<file path="src/rtl/alu_arbiter.sv">
// rtl/alu_arbiter.sv - round-robin two-requester sequencer for a shared external ALU
// Define ALU_ARB_STATS_EN to build the per-requester grant counters.
module alu_arbiter #(
  parameter int W       = 8,
  parameter int ALU_LAT = 1
) (
  input  logic         i_clk,
  input  logic         i_reset,
  input  logic         i_req0,
  input  logic         i_req1,
  input  logic [W-1:0] i_a0,
  input  logic [W-1:0] i_b0,
  input  logic [W-1:0] i_a1,
  input  logic [W-1:0] i_b1,
  input  logic [3:0]   i_sel0,
  input  logic [3:0]   i_sel1,
  input  logic [3:0]   i_sh0,
  input  logic [3:0]   i_sh1,
  output logic         o_ack0,
  output logic         o_ack1,
  output logic [W-1:0] o_res,
  output logic         o_busy,
  output logic [W-1:0] o_alu_a,
  output logic [W-1:0] o_alu_b,
  output logic [3:0]   o_alu_sel,
  output logic [3:0]   o_alu_sh,
  input  logic [W-1:0] i_alu_out,
  output logic [15:0]  o_cnt0,
  output logic [15:0]  o_cnt1
);

  typedef enum logic [1:0] {S_IDLE, S_EXEC, S_DONE} state_t;

  state_t       r_state;
  state_t       w_state_nxt;
  logic         r_last;
  logic         r_gnt;
  logic [3:0]   r_lat;
  logic [W-1:0] r_res;
  logic [W-1:0] r_alu_a;
  logic [W-1:0] r_alu_b;
  logic [3:0]   r_alu_sel;
  logic [3:0]   r_alu_sh;
  logic         w_grant;
  logic         w_gnt_nxt;
  logic         w_capture;

  always_ff @(posedge i_clk or posedge i_reset) begin
    if (i_reset) r_state <= S_IDLE;
    else         r_state <= w_state_nxt;
  end

  // On a tie the requester that was not served last wins.
  always_comb begin
    w_state_nxt = r_state;
    w_grant     = 1'b0;
    w_capture   = 1'b0;
    w_gnt_nxt   = (i_req0 && i_req1) ? ~r_last : i_req1;
    case (r_state)
      S_IDLE: begin
        if (i_req0 || i_req1) begin
          w_grant     = 1'b1;
          w_state_nxt = S_EXEC;
        end
      end
      S_EXEC: begin
        if (r_lat == 4'd0) begin
          w_capture   = 1'b1;
          w_state_nxt = S_DONE;
        end
      end
      S_DONE:  w_state_nxt = S_IDLE;
      default: w_state_nxt = S_IDLE;
    endcase
  end

  always_ff @(posedge i_clk or posedge i_reset) begin
    if (i_reset) begin
      r_last    <= 1'b1;
      r_gnt     <= 1'b0;
      r_lat     <= 4'd0;
      r_res     <= '0;
      r_alu_a   <= '0;
      r_alu_b   <= '0;
      r_alu_sel <= 4'd0;
      r_alu_sh  <= 4'd0;
    end else begin
      if (w_grant) begin
        r_gnt     <= w_gnt_nxt;
        r_last    <= w_gnt_nxt;
        r_lat     <= 4'(ALU_LAT - 1);
        r_alu_a   <= w_gnt_nxt ? i_a1   : i_a0;
        r_alu_b   <= w_gnt_nxt ? i_b1   : i_b0;
        r_alu_sel <= w_gnt_nxt ? i_sel1 : i_sel0;
        r_alu_sh  <= w_gnt_nxt ? i_sh1  : i_sh0;
      end else if (r_state == S_EXEC && r_lat != 4'd0) begin
        r_lat <= r_lat - 4'd1;
      end
      if (w_capture) r_res <= i_alu_out;
    end
  end

  assign o_ack0    = (r_state == S_DONE) && !r_gnt;
  assign o_ack1    = (r_state == S_DONE) &&  r_gnt;
  assign o_busy    = (r_state != S_IDLE);
  assign o_res     = r_res;
  assign o_alu_a   = r_alu_a;
  assign o_alu_b   = r_alu_b;
  assign o_alu_sel = r_alu_sel;
  assign o_alu_sh  = r_alu_sh;

`ifdef ALU_ARB_STATS_EN
  logic [15:0] r_cnt0;
  logic [15:0] r_cnt1;

  always_ff @(posedge i_clk or posedge i_reset) begin
    if (i_reset) begin
      r_cnt0 <= 16'd0;
      r_cnt1 <= 16'd0;
    end else if (w_grant) begin
      if (w_gnt_nxt) r_cnt1 <= r_cnt1 + 16'd1;
      else           r_cnt0 <= r_cnt0 + 16'd1;
    end
  end

  assign o_cnt0 = r_cnt0;
  assign o_cnt1 = r_cnt1;
`else
  assign o_cnt0 = 16'd0;
  assign o_cnt1 = 16'd0;
`endif

endmodule

</file>
<file path="config.mk">
export PLATFORM = sky130hd
export DESIGN_NAME = alu_arbiter
export DESIGN_NICKNAME = d
export VERILOG_FILES = /design/src/rtl/alu_arbiter.sv
export SDC_FILE = /design/constraint.sdc
export NUM_CORES = 1
export LEC_CHECK = 0
export ABC_AREA = 0
export BUFFER_PORTS_ARGS = -buffer_cell sky130_fd_sc_hd__buf_2
export CAP_MARGIN = 40
export CORE_ASPECT_RATIO = 1.75
export CORE_UTILIZATION = 37
export CTS_BUF_LIST = sky130_fd_sc_hd__clkbuf_2
export CTS_CLUSTER_DIAMETER = 120
export CTS_CLUSTER_SIZE = 16
export DETAILED_ROUTE_END_ITERATION = 6
export PLACE_DENSITY = 0.71
export SLEW_MARGIN = 10
export SYNTH_ARGS = -nofsm -noshare
export SYNTH_HDL_FRONTEND = slang
export SYNTH_SLANG_ARGS = --single-unit
</file>
<file path="constraint.sdc">
create_clock -name i_clk -period 4.2 [get_ports i_clk]
set_input_delay 0.42 -clock i_clk [delete_from_list [all_inputs] [get_ports i_clk]]
set_output_delay 0.42 -clock i_clk [all_outputs]
set_load 0.02 [all_outputs]
</file>
==> impl_metrics.env <==
export IMPL_grtUsageTotal_pct=17.1
export IMPL_antenna_cells=0
export IMPL_rows=36
export IMPL_setup_viol=0
export IMPL_cts_resized=0
export IMPL_synth_top_area_share_pct=44.8
export IMPL_worstSetupStartpointType="register"
export IMPL_holdBufCountCts=0
export IMPL_syn_to_final_growth_pct=21.3
export IMPL_fin_tns_setup_ns=0
export IMPL_relSlewSlack_pct=50.5
export IMPL_finalHoldViolCount=0
export IMPL_drt_wirelength_per_cell_um=12.6
export IMPL_max_freq_mhz=497
export IMPL_arrival_ns=1.59
export IMPL_die_y_um=104
export IMPL_p_per_area_mw_per_mm2=734
export IMPL_dieArea_mm2=0.00621
export IMPL_final_cell_mix="buf_2, nand2_1, dfrtp_1"
export IMPL_clkTransAtPathRegs_ns=0.22
export IMPL_ys_seq_elements=40
export IMPL_initialDrtViolationCount=40
export IMPL_rsz0062_at_grt="false"
export IMPL_post_route_period_util_pct=47.9
export IMPL_worstMarginPinSlew_ns=0.742
export IMPL_dp_hpwl_um=3610
export IMPL_ant_nets=0
export IMPL_post_synth_cell_area_avg_um2=9.56
export IMPL_p_total_w=0.00194
export IMPL_yosys_area_top_type="dfrtp_1"
export IMPL_fp_dieW_um=60.0
export IMPL_gr_total_overflow=0
export IMPL_start_util_pct=38.7
export IMPL_maxCapViolations=0
export IMPL_synth_distinct_cells=34
export IMPL_pin_count=127
export IMPL_critPathRequiredTime_ns=3.78
export IMPL_drtPass1Iterations=6
export IMPL_hp_class="in2async"
export IMPL_place_congestion=0.764
export IMPL_port_buffers=94
export IMPL_via_per_inst=4.67
export IMPL_min_period_ns=2.01
export IMPL_routed_wl_um=4970
export IMPL_p_leak_nw=1.36
export IMPL_setup_slack_ns=2.19
export IMPL_tritoncts="built"
export IMPL_cts_sinks=40
export IMPL_fin_nets=380
export IMPL_grt_pass1_wl_um=8200
export IMPL_core_area_mm2=0.00563
export IMPL_cts_setup_buffers=0
export IMPL_htree_levels=2
export IMPL_synth_cells=228
export IMPL_ys_seq_area_share_pct=46.0
export IMPL_slew_violations=0
export IMPL_drive_above_1_share_pct=38.9
export IMPL_insertion_delay_ns=0.40
export IMPL_stdcell_count=395
export IMPL_vias=1844
export IMPL_numCtsBuffers=5
export IMPL_clock_root_buffer="clkbuf_2"
export IMPL_grt_pass1_vias=1879
export IMPL_post_route_util_pct=47.0
export IMPL_endpoint_kind="output port"
export IMPL_cts_buffer_depth=2
export IMPL_grt_max_degree=41
export IMPL_fin_skew_ns=0.0145
export IMPL_final_common_cell="buf_2"
export IMPL_drc=0
export IMPL_antenna_found_initial=0
export IMPL_path_class="reg2out"
export IMPL_critPathMaxFanout=29
export IMPL_ys_warn_count=0
export IMPL_ir_worst_vdd_mv=0.248
export IMPL_pre_cts_slack_ns=2.33
export IMPL_status="finished, final reports clean"
export IMPL_synth_area_leaders="dfrtp_1, buf_4, nand2_1, a31oi_1, a21oi_1"
export IMPL_syn_cell_area_mm2=0.00218
export IMPL_dp_cells=386
==> logic make-up (layout without fill, tap and decap cells) <==
logic type | Yosys count | count (layout) | share of synthesized area (%)
buffers and inverters | 51 | 111 | 15.8
multiplexers | 10 | 10 | 6.49
AND/OR/NAND/NOR | 64 | 64 | 13.6
other | 1 | 32 | 0.172
adder cells (fa/ha/maj) | 2 | 2 | 1.15
flip-flops | 40 | 40 | 46.0
AO/OA/AOI/OAI | 60 | 60 | 16.8
==> cells in the mapped netlist (all sizes together) <==
cell type   n
inv         6
o31ai       1
and3b       1
a21boi      1
nor2        4
conb        1
a22o        2
mux2i       1
dfrtp      39
mux2        9
nand2b      2
nor3b       2
or4         1
dfstp       1
nand2      49
o21ai       3
a31oi      25
a21oi      26
or3         1
nor2b       1
ha          2
a21bo       1
buf        45
o21bai      1
or2         1
nor3        2
==> sequential cells by signal, summed over array words and instances (netlist names) <==
signal	cells
r_gnt	1
r_last	1
o_alu_b	8
o_res	8
o_alu_a	8
r_lat	4
o_alu_sh	4
o_alu_sel	4
r_state	2
==> metal layers <==
layer | up-vias | GRT usage, % | share of wire (%)
li1 | 894 | - | -
met1 | 860 | 18.4 | 36
met2 | 83 | 31.2 | 56
met3 | 7 | 2.62 | 5.9
met4 | 0 | 6.98 | 1.5
met5 | - | 0 | 0
==> metrics by stage <==
stage	hold slack [ns]	instance area, um^2
after floorplan	0.466	2300
after global placement	0.484	2560
after detailed placement	0.487	2560
after CTS	0.0734	2630
after global routing	0.0687	2640
final	0.0817	2640
==> final timing paths <==
| kind | start | to | slack (ns) | depth (start not counted) |
|---|---|---|---|---|
| max in group asynchronous | i_reset | r_last | 3.73 | 3 |
| worst max register to register | r_lat[0] | o_res[6] | 2.36 | 5 |
| worst max-delay path | r_state[0] | o_busy | 2.19 | 4 |
| worst min register to register | r_lat[0] | r_lat[0] | 0.53 | 1 |
| worst min-delay path | i_reset | o_res[3] | 0.08 | 3 |
| min in group i_clk | i_alu_out[0] | o_res[0] | 0.23 | 2 |
==> critical path, cell delays in order (launching register included) <==
cell     delay [ns]
dfrtp_1        0.51
nor2_2         0.11
buf_4          0.30
inv_2          0.10
buf_2          0.18
==> report_power, final <==
| group | total, W | leakage (nW) | switching [W] | internal (W) |
|---|---|---|---|---|
| logic | 0.000992 | 0.863 | 0.000596 | 0.000396 |
| registers | 0.000710 | 0.461 | 0.000131 | 0.000578 |
| clock network | 0.000238 | 0.0396 | 0.000136 | 0.000103 |
==> area by class of cell <==
class                   instances  area (um^2)
repair buffers                 97          500
inverters                       6         22.5
clock buffers                   5         25.0
multi-input cells             168          952
well taps                      76         95.1
fillers                       565         2990
clock inverters                 3         46.3
flip-flops and latches         40         1000
(Power assumes the default switching activity.)
